<file path="src/rtl/turbo_deint_ctrl.sv">
// Receive-side length/buffer controller for the turbo deinterleaver: counts LLR pairs into a
// ping-pong pair RAM and streams sequential pair indices of each filled bank to the decoder.
module turbo_deint_ctrl #(
    parameter int unsigned AW = 12
) (
    input  logic          clk,
    input  logic          rst,
    input  logic [1:0]    pb_size,
    input  logic          din_vld,
    output logic          din_rdy,
    output logic          wr_en,
    output logic [AW-1:0] wr_addr,
    output logic          wr_bank,
    input  logic          rd_en,
    output logic          rd_vld,
    output logic [AW-1:0] rd_addr,
    output logic          rd_bank,
    output logic [AW-1:0] rd_len,
    output logic          rd_last,
    output logic          blk_done,
    output logic          err
);

    typedef enum logic [0:0] {RIdle, RRun} rd_state_e;

    function automatic logic [AW-1:0] pb_len(input logic [1:0] code);
        case (code)
            2'b00:   pb_len = AW'(64);
            2'b01:   pb_len = AW'(544);
            2'b10:   pb_len = AW'(2080);
            default: pb_len = '0;
        endcase
    endfunction

    // Write side state
    logic [AW-1:0] wcnt_q, wlen_q, len0_q, len1_q;
    logic          wbank_q, err_q;
    logic [1:0]    full_q, full_d, full_seen_q;

    // Read side state
    rd_state_e     state_q, state_d;
    logic          rbank_q, rbank_d;
    logic          rd_vld_q, rd_vld_d, rd_bank_q, rd_bank_d;
    logic          rd_last_q, rd_last_d, blk_done_q, blk_done_d;
    logic [AW-1:0] rd_addr_q, rd_addr_d, rd_len_q, rd_len_d;
    logic          rd_release;

    logic          first, reserved, accept, wr_fire, wr_done;
    logic [AW-1:0] req_len, cur_len, sel_len;

    always_comb begin
        req_len  = pb_len(pb_size);
        first    = (wcnt_q == '0);
        reserved = first && (pb_size == 2'b11);
        accept   = din_vld && !full_q[wbank_q];
        wr_fire  = accept && !reserved;
        // The block length is only known from pb_size on the first pair.
        cur_len  = first ? req_len : wlen_q;
        wr_done  = wr_fire && (wcnt_q == cur_len - AW'(1));
    end

    // Write completion and read release always target different banks.
    always_comb begin
        full_d = full_q;
        if (wr_done) full_d[wbank_q] = 1'b1;
        if (rd_release) full_d[rbank_q] = 1'b0;
    end

    always_ff @(posedge clk or posedge rst) begin
        if (rst) begin
            wcnt_q      <= '0;
            wlen_q      <= '0;
            wbank_q     <= 1'b0;
            len0_q      <= '0;
            len1_q      <= '0;
            full_q      <= 2'b00;
            full_seen_q <= 2'b00;
            err_q       <= 1'b0;
        end else begin
            full_q      <= full_d;
            full_seen_q <= full_q;
            err_q       <= accept && reserved;
            if (wr_fire) begin
                if (first) wlen_q <= req_len;
                if (wr_done) begin
                    wcnt_q  <= '0;
                    wbank_q <= ~wbank_q;
                    if (wbank_q) len1_q <= cur_len;
                    else         len0_q <= cur_len;
                end else begin
                    wcnt_q <= wcnt_q + AW'(1);
                end
            end
        end
    end

    assign sel_len = rbank_q ? len1_q : len0_q;

    always_comb begin
        state_d    = state_q;
        rbank_d    = rbank_q;
        rd_vld_d   = rd_vld_q;
        rd_addr_d  = rd_addr_q;
        rd_bank_d  = rd_bank_q;
        rd_len_d   = rd_len_q;
        rd_last_d  = rd_last_q;
        blk_done_d = 1'b0;
        rd_release = 1'b0;
        case (state_q)
            RIdle: begin
                // Registered copy of full gives the two-cycle fill-to-valid latency.
                if (full_seen_q[rbank_q]) begin
                    rd_addr_d = '0;
                    rd_len_d  = sel_len;
                    rd_bank_d = rbank_q;
                    rd_last_d = 1'b0;
                    rd_vld_d  = 1'b1;
                    state_d   = RRun;
                end
            end
            RRun: begin
                if (rd_en) begin
                    if (rd_last_q) begin
                        rd_release = 1'b1;
                        rbank_d    = ~rbank_q;
                        blk_done_d = 1'b1;
                        rd_vld_d   = 1'b0;
                        rd_last_d  = 1'b0;
                        state_d    = RIdle;
                    end else begin
                        rd_addr_d = rd_addr_q + AW'(1);
                        rd_last_d = (rd_addr_q + AW'(1) == rd_len_q - AW'(1));
                    end
                end
            end
            default: state_d = RIdle;
        endcase
    end

    always_ff @(posedge clk or posedge rst) begin
        if (rst) begin
            state_q    <= RIdle;
            rbank_q    <= 1'b0;
            rd_vld_q   <= 1'b0;
            rd_addr_q  <= '0;
            rd_bank_q  <= 1'b0;
            rd_len_q   <= '0;
            rd_last_q  <= 1'b0;
            blk_done_q <= 1'b0;
        end else begin
            state_q    <= state_d;
            rbank_q    <= rbank_d;
            rd_vld_q   <= rd_vld_d;
            rd_addr_q  <= rd_addr_d;
            rd_bank_q  <= rd_bank_d;
            rd_len_q   <= rd_len_d;
            rd_last_q  <= rd_last_d;
            blk_done_q <= blk_done_d;
        end
    end

    assign din_rdy  = !full_q[wbank_q];
    assign wr_en    = wr_fire;
    assign wr_addr  = wcnt_q;
    assign wr_bank  = wbank_q;
    assign rd_vld   = rd_vld_q;
    assign rd_addr  = rd_addr_q;
    assign rd_bank  = rd_bank_q;
    assign rd_len   = rd_len_q;
    assign rd_last  = rd_last_q;
    assign blk_done = blk_done_q;
    assign err      = err_q;

endmodule

</file>
<file path="config.mk">
export PLATFORM = sky130hd
export DESIGN_NAME = turbo_deint_ctrl
export DESIGN_NICKNAME = d
export VERILOG_FILES = /design/src/rtl/turbo_deint_ctrl.sv
export SDC_FILE = /design/constraint.sdc
export NUM_CORES = 1
export LEC_CHECK = 0
export CAP_MARGIN = 10
export CORE_MARGIN = 1
export CORE_UTILIZATION = 60
export CTS_CLUSTER_SIZE = 40
export DETAILED_ROUTE_END_ITERATION = 8
export GPL_TIMING_DRIVEN = 0
export PLACE_DENSITY = 0.84
export SLEW_MARGIN = 20
export SYNTH_ARGS = -nofsm -noshare
export SYNTH_HDL_FRONTEND = slang
export SYNTH_SLANG_ARGS = --single-unit
</file>
<file path="constraint.sdc">
create_clock -name clk -period 7.2 [get_ports clk]
set_input_delay 0.72 -clock clk [delete_from_list [all_inputs] [get_ports clk]]
set_output_delay 0.72 -clock clk [all_outputs]
set_load 0.01 [all_outputs]
</file>
=== Yosys cells after proc, flatten, opt, wreduce, memory -nomap -nowiden ===
Cells that the tools add are included.

* Bits in registers: 84
* Bits of input ports: 6
* Output and inout port bits: 44
* Word-level logic and storage cells: 91

* Add/subtract/negate cells: 4
* Order comparisons: 4
* Eq/ne operators: 9
* Multiplexer cells: 33
* Bitwise operators: 6
* Reduce and logical (&&, ||, !) cells: 19

{| class="wikitable"
|+ Operators with widths
! operator !! number
|-
| $mux 12 || 6
|-
| $pmux 12 s3 || 1
|-
| $add 12x1->12 const B || 2
|-
| $eq 12x12->1 || 2
|-
| $pmux 12 s2 || 1
|-
| $sub 12x1->12 const B || 2
|-
| $mux 1 || 18
|-
| $reduce_and 3->1 || 5
|-
| $logic_not 12->1 || 1
|-
| $logic_and 1x1->1 || 7
|-
| $ne 2x2->1 const B || 3
|-
| $pmux 1 s2 || 3
|-
| $reduce_and 2->1 || 3
|-
| $eq 2x2->1 const B || 2
|-
| $lt 1x2->1 const B || 2
|-
| $mux 2 || 2
|-
| $not 1->1 || 3
|-
| $and 2x2->2 || 1
|-
| $demux 1 s1 || 2
|-
| $eq 2x1->1 const B || 1
|-
| $ge 1x1->1 const B || 2
|-
| $logic_not 1->1 || 2
|-
| $logic_not 2->1 || 1
|-
| $ne 2x1->1 const B || 1
|-
| 2 further kinds || 2
|}

=== Depth between registers and ports, before layout ===
Gate-level depths: netlist of the first run.

* Depth in word-level cells: 9
* Mapped depth: 17
* Gate-level depth less buffers: 14

=== Worst setup path before layout of the first run ===
Ideal clock, no wire load.

* Path kind: register to register
* From: register wcnt_q[8] (netlist: wr_addr[8])
* To: register len1_q[10]
* Library setup time: 125 ps
* Arrival: 4096 ps
* Data required time: 7075 ps
* Setup slack: 2980 ps
* Stages on the path, launching flop included: 16
* Path buffers: 4
* Period minus slack after synthesis: 4220 ps
* Path through: dfrtp_1 -> buf_6 -> or4_1 -> buf_2 -> or4_4 -> buf_6 -> clkbuf_1 -> nand2_1 -> ha_1 -> xnor2_1 -> or4_1 -> nor3_1 -> and4_4 -> nand4_4 -> nor2_8 -> mux2_2

* Cells in the longest elaborated chain, start to end: 6
* Elaborated cells on any way between the ends: 9
* Classes of those cells: 1 x add/sub; 1 x eq/ne; 1 x mux; 6 x reduce/logical

{| class="wikitable"
|+ RTL lines
! element !! RTL line !! source
|-
| from (decl) || 36 || <nowiki>logic [AW-1:0] wcnt_q, wlen_q, len0_q, len1_q;</nowiki>
|-
| from (signal assigned) || 91 || <nowiki>wcnt_q <= wcnt_q + AW'(1);</nowiki>
|-
| $logic_not 12->1 || 53 || <nowiki>first = (wcnt_q == '0);</nowiki>
|-
| $mux 12 or $logic_and 1x1->1 (tied branches) || - ||
|-
| $sub 12x1->12 or $logic_not 1->1 (tied branches) || 59, 56 ||
|-
| $eq 12x12->1 or $logic_and 1x1->1 (tied branches) || 59, 56 ||
|-
| $logic_and 1x1->1 || 59 || <nowiki>wr_done = wr_fire && (wcnt_q == cur_len - AW'(1));</nowiki>
|-
| $reduce_and 3->1 (no source line) || - ||
|-
| to (signal assigned) || 88 || <nowiki>if (wbank_q) len1_q <= cur_len;</nowiki>
|-
| to (decl) || 36 ||
|}

Several ways; a longest one is shown, not always the timed one.
A chain may end at the register's enable or synchronous reset.

=== Worst setup path after layout of the first run ===
* From: register wcnt_q[8] (netlist: wr_addr[8])
* To: register wcnt_q[2] (netlist: wr_addr[2])

* Cells in the longest elaborated chain, start to end: 6
* Elaborated cells on any way between the ends: 9
* Classes of those cells: 1 x add/sub; 1 x eq/ne; 2 x mux; 5 x reduce/logical

{| class="wikitable"
|+ RTL lines
! element !! RTL line !! source
|-
| $logic_not 12->1 || 53 ||
|-
| $mux 12 or $logic_and 1x1->1 (tied branches) || - ||
|-
| $sub 12x1->12 or $logic_not 1->1 (tied branches) || 59, 56 ||
|-
| $eq 12x12->1 or $logic_and 1x1->1 (tied branches) || 59, 56 ||
|-
| $logic_and 1x1->1 || 59 ||
|-
| $mux 12 || 85 || <nowiki>if (wr_done) begin</nowiki>
|}

Several ways; a longest one is shown, not always the timed one.

==> results of run 1 <==
## cells by family (layout without fill, tap and decap cells)
| group | Yosys count | in the layout | share of synthesized area, % |
|---|---|---|---|
| flops | 84 | 84 | 43.5 |
| compound gates | 91 | 91 | 11.8 |
| fa+ha+maj | 9 | 9 | 2.33 |
| xor+xnor | 49 | 49 | 8.88 |
| buf+inv | 42 | 108 | 3.91 |
| simple gates | 181 | 181 | 20.0 |
| mux | 44 | 44 | 9.61 |
## where the power goes
group / internal [uW] / switching, uW / total, uW
logic: 33.0 / 38.4 / 71.4
clock network: 201 / 189 / 390
registers: 478 / 11.3 / 489
## cells in the mapped netlist (2+ instances only)
library cell / instances / area, um^2
mux2_2: 18 / 203
and3_1: 15 / 93.8
a31oi_1: 3 / 18.8
nor2b_1: 10 / 62.6
a21o_1: 3 / 22.5
dfrtp_1: 84 / 2100
a211oi_1: 3 / 22.5
or4_1: 3 / 22.5
nor2_1: 53 / 199
nand2b_1: 3 / 18.8
and2_1: 7 / 43.8
a22oi_1: 3 / 22.5
nor3_1: 10 / 50.1
nand4_1: 4 / 25.0
or2_2: 2 / 12.5
o21ai_0: 31 / 155
nor4_1: 5 / 31.3
nand2_1: 40 / 150
nor3b_1: 3 / 22.5
o22ai_1: 2 / 12.5
mux2i_1: 25 / 250
a21oi_1: 20 / 100
buf_6: 3 / 33.8
clkbuf_1: 13 / 48.8
buf_1: 2 / 7.51
o41ai_1: 3 / 26.3
xor2_1: 14 / 123
o211ai_1: 2 / 15.0
o221ai_1: 2 / 17.5
xnor2_1: 35 / 307
buf_2: 4 / 20.0
inv_1: 19 / 71.3
ha_1: 9 / 113
nand3b_1: 2 / 15.0
o31ai_1: 7 / 52.6
o21a_1: 3 / 22.5
nor4b_1: 4 / 35.0
nand3_1: 12 / 60.1
## through the flow
stage	instance area [um^2]	hold slack, ns	std cells	setup slack [ns]
after floorplan	4830	0.373	500	2.98
after CTS	5710	0.425	668	2.48
after detailed placement	5480	0.399	652	2.52
final	5710	0.426	668	2.42
after global routing	5710	0.433	668	2.11
after global placement	5450	0.398	651	2.58
## area by class of cell
class	count	area share, %
Sequential cell	84	36.8
Buffer	23	2.06
Tap cell	102	2.24
Inverter	19	1.29
Timing Repair Buffer	50	9.08
Clock buffer	9	2.17
Multi-Input combinational cell	374	44.5
Clock inverter	7	1.80
## worst register-to-register path, cell delays in order (launching register included)
cell and delay [ns]:
dfrtp_1 0.40, buf_6 0.14, or4_1 0.50, buf_2 0.17, or4_4 0.51, buf_6 0.16
clkbuf_1 0.23, nand2_1 0.20, ha_1 0.32, nor4b_1 0.36, and2_1 0.19, a311oi_1 0.09
a211oi_1 0.24, a31o_2 0.22, nand3_1 0.09, nor2_1 0.45, buf_2 0.32, nor2_1 0.08
## registers in the layout, summed over array words and instances (netlist names), 2 cells and up
signal / cells
full_q: 2
wlen_q: 12
full_seen_q: 2
wr_addr: 12
rd_len: 12
rd_addr: 12
len1_q: 12
len0_q: 12
## routing by layer
layer	part of all wire [%]	GRT usage [%]	up-vias
met5	0	0	-
met4	3.1	13.3	0
met3	4.0	4.31	26
met2	51	50.0	117
met1	42	33.9	1922
li1	-	-	1885
## final timing paths
check	slack (ns)	depth (start not counted)	start	end
min	0.43	0	full_q[1]	full_seen_q[1]
max reg2reg	2.42	17	wr_addr[8]	wr_addr[2]
min reg2reg	0.43	0	full_q[1]	full_seen_q[1]
max in group asynchronous	5.93	3	rst	rd_len[9]
max	2.42	17	wr_addr[8]	wr_addr[2]
min in group asynchronous	0.68	2	rst	wlen_q[4]
==> reports/metrics.yaml, run 1 <==
global_routing:
  grt_overflow: 0
  grt_start_max_net_pins: 60
  grt_pass1_wl_um: 18500
  grt_pass1_vias: 3865
  antenna_found_initial: 0
  grtUsageTotal_pct: 28.3
logic_synthesis:
  synth-seq-cells: 84
  synth_cell_type_count: 57
  syn_inst: 500
  synth.cell_area_mm2: 0.00483
  synth_ff_type: "dfrtp_1"
  yosysWarnings: 0
  avgSynthCellArea_um2: 9.66
  seq_area_frac_synth_pct: 43.5
  synth_edf_count: 0
  async_flop_share_pct: 100
  synth_fp_nets: 515
placement:
  dp.final_hpwl_um: 8150
  finalWeightedCongestion: 0.930
  port_buffers: 49
routing:
  first_pass_iters: 7
  drc: 0
  ant_nets: 0
  drt_iter0_drc: 172
  vias: 3950
  drt-total-wl_um: 11200
  drt-vias-per-instance: 5.91
  routedWlPerCell_um: 16.8
floorplanning:
  coreArea_mm2: 0.00777
  fp-row-count: 32
  die-area_mm2: 0.00841
  ios: 50
  initial_core_util_pct: 62.2
  die_w_um: 91.7
  die_h_um: 91.7
timing:
  max_freq_mhz: 209
  layout_min_cycle_time_ns: 4.78
  fin_skew_ns: 0.0133
  tns_ns: 0
  hold_viol_final: 0
  final-max-slew-violation-count: 0
  worstMarginPinSlew_ns: 0.866
  fin_crit_sh_pct: 66.4
  setup_viol: 0
  slew_headroom_pct: 41.5
  rsz0062_at_grt: "no"
clock_tree:
  clkLatencyLatePin_ns: 0.37
  cts_root_buffer: "clkbuf_8"
  cts_tree: "done"
  h-tree-depth: 3
  ctsResizeCount: 0
  postCtsSetupBuffers: 0
  clk_pin_slew_ns: 0.09
  cts_buffer_depth: 2
  cts.sinks: 84
  hold_buffers: 0
  cts_buffers: 9
critical_path:
  crit_path_top_delay_cell: "or4_4"
  arrival_ns: 5.04
  crit_buf_inv: 5
  crit_path_max_incr_delay_ns: 0.51
  cp_max_fo: 10
  cp-end-kind: "flip-flop"
  start_kind: "flip-flop"
  worstPathRequired_ns: 7.46
  crit_family: "simple AND/OR/NAND/NOR gates"
  path_class: "reg -> reg"
  crit_chain: "buf_6, or4_1, buf_2, or4_4, buf_6, clkbuf_1, nand2_1, ha_1, nor4b_1, and2_1, a311oi_1, a211oi_1, a31o_2, nand3_1, nor2_1, buf_2, nor2_1"
final_layout:
  mostFrequentLayoutCells: "dfrtp_1, nor2_1, clkdlybuf4s50_1"
  drive_above_1_share_pct: 9.36
  regArea_mm2: 0.00210
  diodes: 0
  num-fill-cells: 587
  nNetsFinal: 576
  final_common_cell: "dfrtp_1"
  syn2layout_area_growth_pct: 18.1
  fin_util_pct: 73.5
  multi_input_area_mm2: 0.00254
run:
  max_cap_violations: 0
power:
  power.leakage_uw: 0.00254
  ir_drop_mv: 0.102
  p_per_area_mw_per_mm2: 167
  p_total_uw: 951
hold_path:
  hold_class: "reg -> reg"
outcome:
  status: "finished, final reports clean"
No activity file was read; power rests on OpenSTA's default activity.
==> run 2, diff against run 1 <==
- CORE_UTILIZATION: 60 -> 52
- PLACE_DENSITY: 0.84 -> 0.77
- clock period: 7.2 -> 4.2 ns (I/O delays scaled with it)
==> run 2 against run 1 <==
  * First-iteration DRC count shrank 22%
  * Clock power grew 45%
  * Clock-buffer cell count is the same
  * Critical path depth shrank 4
  * Total power grew 61%
  * Highest routed layer unchanged
  * Cell count grew 1.9%
  * Flip-flop and latch count is the same
  * Global-route usage shrank 3.8 points
  * Wire length grew 1.2%
  * The flow now finishes with violations (design-rule violations)
  * Sequential share of layout area shrank 0.56 points
  * Combinational power grew 71%
  * Sequential power grew 71%
==> reports/metrics.yaml, run 2 (synthesis results as in run 1) <==
global_routing:
  antenna_found_initial: 0  # unchanged
  grt_start_max_net_pins: 50  # -17%
  grt_pass1_vias: 3866  # +0.026%
  grt_overflow: 0  # unchanged
  grt_pass1_wl_um: 18700  # +0.93%
  grtUsageTotal_pct: 24.5  # -3.8 points
clock_tree:
  cts_tree: "done"
  cts_buffer_depth: 2  # unchanged
  h-tree-depth: 3  # unchanged
  clkLatencyLatePin_ns: 0.36  # about the same
  clk_pin_slew_ns: 0.10  # about the same
  cts.sinks: 84  # unchanged
  cts_root_buffer: "clkbuf_8"
  cts_buffers: 9  # unchanged
critical_path:
  arrival_ns: 4.33  # -0.71 ns
  timing.rr.start: "wr_addr[8]"
  crit_start: "wr_addr[8]"
  crit_path_max_incr_delay_ns: 0.58  # +0.07 ns
  endpoint: "len1_q[3]"
  path_class: "reg -> reg"
  start_kind: "flip-flop"
  cp_max_fo: 7  # -3
  r2r_cells: 13  # -4
  cp-end-kind: "flip-flop"
  reg2reg_setup_slack_ns: 0.11  # -2.31 ns
  crit_chain: "buf_6, or4_4, buf_6, or4_4, nand2_4, ha_2, xnor2_1, or4_1, nor3_2, and4_4, nand4_4, nor2_8, mux2_2"
  r2r_end: "len1_q[3]"
  worstPathRequired_ns: 4.44  # -3.02 ns
  crit_path_top_delay_cell: "or4_4"
routing:
  wl_met2_um: 5630  # -2.3%
  drt-vias-per-instance: 5.74  # -2.9%
  ant_nets: 0  # unchanged
  drt-met1-wl_um: 4910  # +5.4%
  drc: 4  # +4
  wl_met3_um: 473  # +6.3%
  drt_iter0_drc: 135  # -22%
  vias: 3911  # -0.99%
  routedWlPerCell_um: 16.7  # -0.78%
  first_pass_iters: 9  # +2
  drt-total-wl_um: 11300  # +1.2%
  highest_layer: "met4"
timing:
  hold_viol_final: 0  # unchanged
  worst_slack_ns: 0.114  # -2.31 ns
  fin_skew_ns: 0.0152  # +0.00190 ns
  final-max-slew-violation-count: 0  # unchanged
  slew_headroom_pct: 43.7  # +2.2 points
  worstMarginPinSlew_ns: 0.834  # -0.0322 ns
  fin_crit_sh_pct: 97.3  # +31 points
  max_freq_mhz: 245  # +17%
  rsz0062_at_grt: "yes"
  layout_min_cycle_time_ns: 4.09  # -0.693 ns
  setup_viol: 0  # unchanged
final_layout:
  final_common_cell: "dfrtp_1"
  syn2layout_area_growth_pct: 19.9
  regArea_mm2: 0.00210  # unchanged
  multi_input_area_mm2: 0.00260  # +2.3%
  design_area_mm2: 0.00579  # +1.5%
  num-fill-cells: 727  # +24%
  diodes: 0  # unchanged
  mostFrequentLayoutCells: "dfrtp_1, nor2_1, clkdlybuf4s50_1"
  nNetsFinal: 583  # +1.2%
  drive_above_1_share_pct: 11.9  # +2.5 points
floorplanning:
  initial_core_util_pct: 54.6  # -7.6 points
  die_h_um: 98.4  # +7.3%
  fp-row-count: 34  # +6.3%
  coreArea_mm2: 0.00885  # +14%
  die-area_mm2: 0.00968  # +15%
  ios: 50  # unchanged
  die_w_um: 98.4  # +7.3%
power:
  p_clk_share_pct: 37.2  # -3.8 points
  p_sw_share_pct: 27.6  # +2.4 points
  ir_drop_mv: 0.164  # +60%
  p_per_area_mw_per_mm2: 264  # +58%
  switching_power_uw: 421  # +76%
  power.leakage_uw: 0.00256  # +0.78%
  p_total_uw: 1530  # +61%
  comb_power_share_pct: 8.0  # +0.5 points
  p_int_uw: 1110  # +55%
  seq_power_share_pct: 54.9  # +3.4 points
outcome:
  status: "finished with violations"
  violations: "design-rule violations"
placement:
  port_buffers: 49  # unchanged
  finalWeightedCongestion: 0.919  # -1.2%
  detailedPlace.worstSlack_ns: -0.395  # -2.92 ns
  dp.final_hpwl_um: 8320  # +2.0%
  place_area_mm2: 0.00549  # +0.25%
hold_path:
  hold_class: "reg -> reg"
run:
  max_cap_violations: 0  # unchanged
-- run 2: timing repair --
action / in CTS / in global routing
hold buffers: 0 / 0
gates cloned: 1 / 0
gates resized for setup: 7 / 8
buffers inserted: 3 / 5
pin swaps: 4 / 6
setup endpoints to repair: 39 / 28
-- run 2: metrics by stage --
| step | TNS [ns] | util (%) | hold WS, ns | std cells |
|---|---|---|---|---|
| after floorplan | 0 | - | 0.373 | 500 |
| after global placement | -7.49 | 61.7 | 0.394 | 657 |
| after detailed placement | -8.85 | 62.1 | 0.396 | 658 |
| after CTS | 0 | 64.8 | 0.423 | 677 |
| after global routing | -0.0173 | 65.5 | 0.443 | 681 |
| final | 0 | 65.5 | 0.421 | 681 |
-- run 2: worst min-delay path by stage --
stage	from	to	slack, ns	depth (start not counted)
floorplan	full_q[0]	full_seen_q[0]	0.37	0
global placement	full_q[1]	full_seen_q[1]	0.39	0
detailed placement	full_q[0]	full_seen_q[0]	0.40	0
CTS	full_q[0]	full_seen_q[0]	0.42	0
global route	full_q[0]	full_seen_q[0]	0.44	0
finish	full_q[1]	full_seen_q[1]	0.42	0
-- run 2: final cells by class --
cell class,instances,area share (%)
Clock inverter,7,1.21
Multi-Input combinational cell,375,44.9
Timing Repair Buffer,58,9.98
Inverter,19,1.27
Buffer,21,1.92
Clock buffer,9,2.14
Sequential cell,84,36.3
Tap cell,108,2.33
-- run 2: critical path, delay by kind of cell, from the launching register on --
kind / cells / cell delay (ns)
flip-flops: 1 / 0.40
multiplexers: 1 / 0.35
XOR/XNOR: 1 / 0.12
adder cells (fa/ha/maj): 1 / 0.28
buffers and inverters: 2 / 0.29
AND/OR/NAND/NOR: 8 / 2.52
-- run 2: layer usage --
metal	up-vias	global-route usage, %
met1	1877	30.2
met4	0	11.7
met5	-	0
met3	28	4.08
met2	116	41.8
li1	1890	-
-- run 2: power by group through the flow --
stage / clock [uW] / combinational, uW / sequential [uW]
global route: 610 / 137 / 841
CTS: 577 / 123 / 837
detailed placement: 0 / 123 / 853
global placement: 0 / 117 / 853
floorplan: 0 / 68.0 / 855
finish: 567 / 122 / 838
==> run 3, diff against run 2 <==
- TNS_END_PERCENT: default -> 30
==> results of run 3 <==
No change in the layout: final DEF, timing and power equal those of run 2.
